==> src/rtl/serial_slice_adder.sv <==
// Sequential WIDTH-bit adder that reuses a single 2-bit full-adder slice, LSB pair first.
// Define SSA_OVF_EN to add the o_ovf port (signed two's-complement overflow of the result).
module serial_slice_adder #(
    parameter int WIDTH = 8
) (
    input  logic             i_clk,
    input  logic             i_rst,
    input  logic             i_start,
    input  logic [WIDTH-1:0] i_a,
    input  logic [WIDTH-1:0] i_b,
    input  logic             i_cin,
    output logic             o_busy,
    output logic             o_done,
    output logic [WIDTH-1:0] o_sum,
    output logic             o_cout
`ifdef SSA_OVF_EN
    ,
    output logic             o_ovf
`endif
);

    localparam int HALF = WIDTH / 2;
    localparam int CW   = (HALF > 1) ? $clog2(HALF) : 1;

    generate
        if (WIDTH < 2 || (WIDTH % 2) != 0) begin : g_bad_width
            $error("serial_slice_adder: WIDTH must be even and >= 2");
        end
    endgenerate

    typedef enum logic [1:0] {S_IDLE, S_ADD, S_DONE} state_t;

    state_t           r_state;
    state_t           w_next;
    logic [WIDTH-1:0] r_sha;
    logic [WIDTH-1:0] r_shb;
    logic [WIDTH-1:0] r_sum;
    logic [WIDTH-1:0] w_sum_nxt;
    logic [CW-1:0]    r_cnt;
    logic             r_carry;
    logic             r_cout;
    logic             w_s0;
    logic             w_c0;
    logic             w_s1;
    logic             w_c1;
    logic             w_last;

    // The one 2-bit slice; w_c0 is the internal carry between its two bit positions.
    assign w_s0 = r_sha[0] ^ r_shb[0] ^ r_carry;
    assign w_c0 = (r_sha[0] & r_shb[0]) | (r_carry & (r_sha[0] ^ r_shb[0]));
    assign w_s1 = r_sha[1] ^ r_shb[1] ^ w_c0;
    assign w_c1 = (r_sha[1] & r_shb[1]) | (w_c0 & (r_sha[1] ^ r_shb[1]));

    assign w_last = (r_cnt == CW'(HALF - 1));

    generate
        if (WIDTH == 2) begin : g_sum_w2
            assign w_sum_nxt = {w_s1, w_s0};
        end else begin : g_sum_wn
            assign w_sum_nxt = {w_s1, w_s0, r_sum[WIDTH-1:2]};
        end
    endgenerate

    always_ff @(posedge i_clk or posedge i_rst) begin
        if (i_rst) r_state <= S_IDLE;
        else       r_state <= w_next;
    end

    always_comb begin
        w_next = r_state;
        case (r_state)
            S_IDLE:  if (i_start) w_next = S_ADD;
            S_ADD:   if (w_last)  w_next = S_DONE;
            S_DONE:  w_next = S_IDLE;
            default: w_next = S_IDLE;
        endcase
    end

    always_comb begin
        o_busy = (r_state == S_ADD);
        o_done = (r_state == S_DONE);
    end

    always_ff @(posedge i_clk or posedge i_rst) begin
        if (i_rst) begin
            r_sha   <= '0;
            r_shb   <= '0;
            r_sum   <= '0;
            r_cnt   <= '0;
            r_carry <= 1'b0;
            r_cout  <= 1'b0;
        end else begin
            case (r_state)
                S_IDLE: begin
                    if (i_start) begin
                        r_sha   <= i_a;
                        r_shb   <= i_b;
                        r_carry <= i_cin;
                        r_cnt   <= '0;
                        r_sum   <= '0;
                    end
                end
                S_ADD: begin
                    r_sum   <= w_sum_nxt;
                    r_sha   <= r_sha >> 2;
                    r_shb   <= r_shb >> 2;
                    r_carry <= w_c1;
                    // Counter parks on the final slice so it never wraps mid-operation.
                    if (w_last) r_cout <= w_c1;
                    else        r_cnt  <= r_cnt + 1'b1;
                end
                default: ;
            endcase
        end
    end

`ifdef SSA_OVF_EN
    logic r_ovf;

    // On the last slice w_c0 is the carry into the sign bit and w_c1 is the carry out of it.
    always_ff @(posedge i_clk or posedge i_rst) begin
        if (i_rst) begin
            r_ovf <= 1'b0;
        end else if (r_state == S_ADD && w_last) begin
            r_ovf <= w_c0 ^ w_c1;
        end
    end

    assign o_ovf = r_ovf;
`endif

    assign o_sum  = r_sum;
    assign o_cout = r_cout;

endmodule
==> config.mk <==
export PLATFORM = sky130hd
export DESIGN_NAME = serial_slice_adder
export DESIGN_NICKNAME = d
export VERILOG_FILES = /design/src/rtl/serial_slice_adder.sv
export SDC_FILE = /design/constraint.sdc
export NUM_CORES = 1
export LEC_CHECK = 0
export BUFFER_PORTS_ARGS = -buffer_cell sky130_fd_sc_hd__buf_2
export CORE_AREA = 2 2 69 55
export CTS_BUF_LIST = sky130_fd_sc_hd__clkbuf_4
export DETAILED_ROUTE_END_ITERATION = 7
export DIE_AREA = 0 0 71 57
export PLACE_DENSITY = 0.66
export SYNTH_ARGS = -nofsm -noshare
export SYNTH_HDL_FRONTEND = slang
export SYNTH_SLANG_ARGS = --single-unit
==> constraint.sdc <==
create_clock -name i_clk -period 2.2 [get_ports i_clk]
set_input_delay 0.22 -clock i_clk [delete_from_list [all_inputs] [get_ports i_clk]]
set_output_delay 0.22 -clock i_clk [all_outputs]
set_load 0.05 [all_outputs]
### Yosys cells after proc, flatten, opt, wreduce, memory -nomap -nowiden

Cells that the tools add are included.

* $add $sub $neg: 1
* equal/unequal tests: 6
* mux-type cells: 14
* bitwise gates (word level): 10
* reductions and logical operators: 6

Operator list (count)
* one-hot mux 8 bit (2 select lines): 3
* two-way mux 8 bit: 3
* two-way mux 2 bit: 4
* one-hot mux 2 bit (2 select lines): 2
* AND reduction 2 bit: 3
* AND 1 bit: 4
* == test 2 bit (second input constant): 2
* inequality test 2 bit (second input constant): 2
* bitwise XOR 1 bit: 4
* AND reduction 3 bit: 1
* adder 2 x 1 -> 2 bit (second input constant): 1
* == test 2 x 1 -> 1 bit (second input constant): 1
* logical NOT 2 bit: 1
* inequality test 2 x 1 -> 1 bit (second input constant): 1
* OR 1 bit: 2
* one-hot mux 1 bit (2 select lines): 1
* nonzero test 2 bit: 1
* two-way mux 1 bit: 1

* register bits: 30
* output and inout port bits: 11

### Longest topological paths before layout

Gate-level depths: netlist (run 1).

* depth after elaboration: 6
* gate-level depth with buffers: 5
* mapped depth without buffers: 4

### Worst setup path after synthesis (run 1)

Ideal clock, no wire load.

* path kind: flip-flop to output port
* start point: register r_state[1]
* end point: output o_done
* data arrival time: 1.322 ns
* slack: 0.658 ns
* stages on the path, launching flop included: 5
* cell sequence: dfrtp_1 > buf_6 > inv_2 > buf_6 > nor2_1

* word-level cells in the longest chain between the ends: 1

Ends and longest elaborated chain
* start, declared: line 33 `state_t r_state;`
* start signal, assigned: line 66 `else r_state <= w_next;`
* == test 2 bit: line 81 `o_done = (r_state == S_DONE);`
* end, declared: line 13 `output logic o_done,`

No other way between the ends.

### Worst setup path after layout (run 1)

* start point: register r_state[0]
* end point: output o_busy

* word-level cells in the longest chain between the ends: 1

Ends and longest elaborated chain
* == test 2 x 1 -> 1 bit: line 80 `o_busy = (r_state == S_ADD);`
* end, declared: line 12 `output logic o_busy,`

No other way between the ends.

==> metrics, run 1 <==
Cell Count, Final, Fillers Out 204; chip width 71 um; Register-to-Register Path Depth 4; clock buffer count from CTS 5; YS warnings 0; worst hold stages 3; CTS root buf clkbuf_4; Worst setup EP type output pin; Clock Sinks 30; layout cells sized above 1 35.8%; worst endpoint required time 1.98 ns; kind of critical path flip-flop to output pin; Starting Density 42.4%; hold_sp i_b[7]; top-level port count 31; cell area after layout 0.00165 mm^2; full die area 0.00405 mm^2; ANT cells 0; Final Skew 0.00669 ns; leak pwr 0.768 nW; layout net count 184; Final ANT Viol Nets 0; RSZ-0062 raised after global routing no; DRC Markers 0; count of input and output buffers 30; PnR Total Power 2.63 mW; routability cong. 0.814; post-synthesis sequential area ratio 51.4%; Critical Path Start Type flip-flop; period utilisation layout 84.8%; largest net degree at the start of global routing 31; Reg2Reg Capture Point r_carry; CTS tree yes; status finished clean; r2r startpoint r_sha[0]; initial antenna violation count 0; grt ovf 0; hold_buf cts 1; Via Count 1136; Pre-antenna DRT Iters 4; cell area after synthesis 0.00146 mm^2; synth-to-layout area growth 13.0%; CTS resizes 0; Mapped Cells 131; Fmax achieved 536 MHz; Skew-Pair Late Insertion Delay 0.33 ns; cell row count 19; Clock Tree Buf Depth 2; relative slew slack 64.5%; H-tree depth 2; WHS Endpoint r_shb[7]; Mapped Avg Cell Area 11.2 um^2; setup TNS 0 ns; Final HPWL DP 2020 um; placed inst area 0.00159 mm^2; final setup fails 0; top layer used by detailed routing met4; FF+latch count, synth 30; Slew @ Worst Pin 0.532 ns; postcts setup bufs 0; Die Y-Extent 57 um; Hold Path Class input port to flip-flop; met1 WL 1390 um; Multi-input gate area 584 um^2; placed instance count 195; Netlist cell types 28; crit path max fanout 14; Slew Limit Fails 0; Clock transition at path regs 0.09 ns; Min Clock Period, post-route 1.86 ns; global-route wire length before repair 4950 um; DR WL met2 1350 um; final hold viol count 0; vias in the first global route 1092; Initial DRC Count 76; final WL 2960 um; Seq. cell area 751 um^2; drt wl/cell 14.5 um; flop2flop setup slack 0.59 ns; maximum vdd drop 615 uV; met3 wire length 160 um; max-cap violations 0; GRT Total Usage 15.9%; total core area 0.00345 mm^2; pwr dens 1590 mW/mm^2; Fill cells 334; post-synthesis net count 154; final core utilization 47.9%; CP arrival 1.64 ns; routed vias/inst 5.57
## kinds of logic (layout without fill, tap and decap cells)
family / after synthesis / count (layout) / synth area share, %
AOI/OAI and AO/OA: 60 / 60 / 28.9
adders and majority gates: 3 / 3 / 3.60
and+or+nand+nor: 19 / 19 / 7.53
DFF: 30 / 30 / 51.4
buffers and inverters: 19 / 50 / 8.65
## critical path, cell delays in order, from the launching register on
cell and delay [ns]:
dfrtp_1 0.66, nand2b_4 0.22, inv_4 0.16, buf_2 0.28
## cells in the final DEF (no fill, tap or decap)
master         instances
ha_1                   1
nor2b_2                1
o31ai_1                1
dlygate4sd3_1          1
o21ai_1               10
fa_1                   2
buf_4                  1
clkbuf_4               6
inv_1                  7
o22ai_1               22
a221oi_2               1
nand2b_1               2
o32ai_1                1
inv_2                  1
dfrtp_1               30
a22o_1                 6
nor2_1                 3
o21bai_2               1
nand2b_4               2
a32o_1                 1
buf_2                 30
inv_4                  2
and2_4                 1
a21oi_1                5
clkinv_2               1
clkinv_1               1
nand2_1                8
a22oi_1                1
a21oi_2               11
nor3_1                 1
or3_1                  1
## final cells by class
cell class,count,area share [%]
tap,42,3.18
clock inverter,2,0.530
timing repair buffer,32,10.2
sequential,30,45.5
clock buffer,6,2.73
multi-input combinational,82,35.4
inverter,10,2.58
## worst max path at each step
| stage | start | to | slack, ns | depth (start not counted) |
|---|---|---|---|---|
| 2_1_floorplan | r_state[1] | o_done | 0.66 | 4 |
| 3_3_place_gp | r_sha[0] | r_carry | 0.65 | 4 |
| 3_5_place_dp | r_sha[0] | r_carry | 0.59 | 4 |
| 4_1_cts | r_state[0] | o_busy | 0.31 | 3 |
| 5_1_grt | r_state[0] | o_busy | 0.22 | 3 |
| 6_report | r_state[0] | o_busy | 0.34 | 3 |
## synthesized netlist by cell type
library cell	count	area, um^2
a221oi_2	1	15.0
o22ai_1	22	138
nor2b_2	1	8.76
inv_2	1	3.75
ha_1	1	12.5
a22o_1	6	52.6
inv_1	7	26.3
nor3_1	1	5.00
buf_4	3	22.5
fa_1	2	40.0
and2_4	1	8.76
nand2b_4	2	27.5
dfrtp_1	30	751
o32ai_1	1	8.76
o21ai_1	10	50.1
nand2b_1	2	12.5
nand2_1	8	30.0
or3_1	1	6.26
o31ai_1	1	7.51
inv_4	2	12.5
a21oi_1	5	25.0
a22oi_1	1	7.51
buf_2	1	5.00
a21oi_2	11	96.3
o21bai_2	1	11.3
nor2_1	3	11.3
a32o_1	1	10.0
buf_6	5	56.3
## report_power, final
group	switching (mW)	internal, mW	leakage (nW)
combinational	0.819	0.456	0.368
clock	0.188	0.132	0.0331
sequential	0.232	0.798	0.367
total	1.24	1.39	0.768
## stage by stage
stage	hold WS, ns	setup WS (ns)
after floorplan	0.311	0.658
after global placement	0.307	0.647
after detailed placement	0.313	0.594
after CTS	0.103	0.314
after global routing	0.102	0.217
final	0.115	0.335
## metal layers
| metal | GRT usage (%) | vias to the layer above |
|---|---|---|
| met2 | 24.0 | 36 |
| li1 | - | 544 |
| met4 | 6.47 | 0 |
| met1 | 21.6 | 549 |
| met5 | 0 | - |
| met3 | 4.77 | 7 |
## flip-flops by register name, summed over array words and instances (netlist names)
signal	cells
r_shb	8
r_state	2
o_cout	1
r_carry	1
r_cnt	2
r_sha	8
o_sum	8
Power figures use the tool's default switching activity.
==> run 2, diff against run 1 <==
Settings changed: ABC_AREA set to 1, CORE_AREA 2 2 69 55 to 2 2 70 55, DIE_AREA 0 0 71 57 to 0 0 72 57.
Clock period 2.2 ns to 1.8 ns, I/O delays scaled along.
==> metrics, run 2 <==
post-synthesis sequential area ratio 50.7% (-0.69 points); commonest non-fill, non-tap cell in the layout nand2_1; count of input and output buffers 30 (unchanged); largest family of logic cells by synthesized area simple AND/OR/NAND/NOR gates; Clock transition at path regs 0.10 ns (about the same); total core area 0.00349 mm^2 (+1.4%); FF+latch count, synth 30 (unchanged); simple-gate share of the synthesized area 35.3% (+28 points); Final Skew 0.00984 ns (+0.00315 ns); final WL 3180 um (+7.5%); Place WS 0.206 ns (-0.387 ns); CP Cell Sequence inv_1, fa_1, fa_1, inv_1, nand3_1, nand2_1, nand2_1, nand2_1; Compound-Gate Fraction of Synth Area 2.70% (-26 points); GRT Total Usage 17.5% (+1.7 points); Fmax achieved 612 MHz; worst endpoint required time 2.08 ns (+0.10 ns); CTS root buf clkbuf_4; YS warnings 0 (unchanged); Starting Density 42.4% (about the same); Main synth FF type dfrtp_1; final hold viol count 0 (unchanged); post-synthesis net count 206 (+34%); Seq. cell area 752 um^2 (+0.17%); leak pwr 0.975 nW (+27%); chip width 72 um (+1.4%); Slew @ Worst Pin 0.379 ns (-0.153 ns); maximum vdd drop 744 uV (+21%); placed inst area 0.00165 mm^2 (+3.8%); setup TNS 0 ns (unchanged); Via Count 1301 (+15%); largest net degree at the start of global routing 31 (unchanged); Slew Limit Fails 0 (unchanged); Synth Area in XOR/XNOR 0% (unchanged); max-cap violations 0 (unchanged); most frequent cells in the layout nand2_1, nand3_1, buf_2; cell area after synthesis 0.00148 mm^2 (+1.4%); DRC Markers 0 (unchanged); top-level port count 31 (unchanged); Final ANT Viol Nets 0 (unchanged); Worst path slowest cell fa_1; CP arrival 1.91 ns (+0.27 ns); crit path max fanout 2 (-12); Min Clock Period, post-route 1.64 ns; final core utilization 49.0% (+1.1 points); layout net count 238 (+29%); cell area after layout 0.00171 mm^2 (+3.7%); initial antenna violation count 0 (unchanged); pwr dens 1860 mW/mm^2 (+17%); postcts setup bufs 0 (unchanged); Post-synth EDFFs 0 (unchanged); cell row count 19 (unchanged); Initial DRC Count 60 (-21%); asr flop ratio synth 100% (unchanged); Fill cells 361 (+8.1%); multiplexer area fraction after synthesis 0% (unchanged); Pre-antenna DRT Iters 4 (unchanged); Worst setup EP type flip-flop; synth-to-layout area growth 15.6%; layout cells sized above 1 22.2% (-14 points); clock buffer count from CTS 5 (unchanged); global-route wire length before repair 5460 um (+10%); grt ovf 0 (unchanged); Mapped Avg Cell Area 8.10 um^2 (-27%); RSZ-0062 raised after global routing no; Post-synth top cells nand2_1, nand3_1, dfrtp_1, inv_1, o21ai_1; vias in the first global route 1210 (+11%); ANT cells 0 (unchanged); status finished clean; Synth area leader dfrtp_1; period utilisation layout 90.8%; final setup fails 0 (unchanged); met1 Use GR 24.0% (+2.5 points); relative slew slack 74.8% (+10 points); setup ws final 0.165 ns (-0.171 ns); Final HPWL DP 2140 um (+5.9%); Die Y-Extent 57 um (unchanged); Clock Sinks 30 (unchanged); routability cong. 0.818 (+0.50%); area share of the largest cell type after synthesis 50.7% (-0.69 points); drt wl/cell 12.3 um (-15%); met2 Usage GRT 26.3% (+2.3 points); kind of critical path flip-flop to flip-flop; H-tree depth 2 (unchanged); Clock Tree Buf Depth 2 (unchanged); top-count cell post-synth nand2_1; full die area 0.00410 mm^2 (+1.4%); Mapped Cells 183 (+40%); synth top area cells dfrtp_1, nand2_1, nand3_1; Netlist cell types 16 (-43%); CTS tree yes; Synth Area in Adders 3.55% (-0.049 points); critical path buffer and inverter count 2 (unchanged); grt met3 use 4.95% (+0.18 points); Skew-Pair Late Insertion Delay 0.33 ns (about the same); Critical Path Start Type flip-flop; routed vias/inst 5.04 (-9.4%); largest delay contributor family on the critical path adder cells; crit-path max cell delay 0.44 ns (-0.22 ns); busiest metal layer after global routing met2; Multi-input gate area 616 um^2 (+5.4%); Hold Path Class input port to flip-flop; Most common cell on crit path nand2_1
==> run 2: cell types whose count changed after synthesis, moves of 5 or more <==
cell     previous run  this run
a21oi_1             5         0
o22ai_1            22         0
a22o_1              6         0
nand3_1             0        39
nand2_1             8        72
a21oi_2            11         0
==> run 2: cell families after synthesis <==
family | Yosys count
compound gates | 8
fa+ha+maj | 3
buf+inv | 23
flops | 30
simple gates | 119
==> run 2: timing repair <==
item | CTS | global route
setup endpoints to repair | 0 | 1
hold endpoints to repair | 30 | 0
resized for setup | 0 | 1
hold buffers | 1 | 0
==> run 2: area by class of cell <==
class                   count  area share, %
well taps                  42           3.07
inverters                  13           2.85
repair buffers             35           11.1
flip-flops and latches     30           43.9
clock buffers               6           2.63
clock inverters             2          0.511
multi-input cells         130           35.9
==> run 2: worst paths after layout <==
check / endpoint / startpoint / cells after the start / slack, ns
max reg2reg: r_carry / r_sha[0] / 8 / 0.16
min in group asynchronous: r_sha[1] / i_rst / 4 / 0.46
max: r_carry / r_sha[0] / 8 / 0.16
min reg2reg: o_sum[4] / o_sum[6] / 2 / 0.51
max in group asynchronous: r_state[0] / i_rst / 4 / 1.05
min: r_sha[6] / i_a[6] / 3 / 0.04
==> run 2: power breakdown <==
group	switching, mW	internal [mW]
clock	0.235	0.161
combinational	1.15	0.478
sequential	0.193	0.963
==> run 2: per-stage QoR <==
| step | power (mW) | hold WS [ns] | std cells |
|---|---|---|---|
| floorplan | 2.49 | 0.271 | 183 |
| global placement | 2.79 | 0.274 | 249 |
| detailed placement | 2.81 | 0.279 | 249 |
| CTS | 3.22 | 0.0245 | 258 |
| global route | 3.48 | 0.0227 | 258 |
| finish | 3.19 | 0.0354 | 258 |
==> run 2: layer usage <==
metal,wire length [um],up-vias,part of all wire [%]
li1,-,649,-
met1,1610,610,51
met5,0,-,0
met2,1350,35,43
met4,55,0,1.7
met3,161,7,5.1
==> run 2: tightest hold or removal path: cells and delay by family <==
kind,cells,cell delay (ns)
buf+inv,1,0.08
simple gates,2,0.08
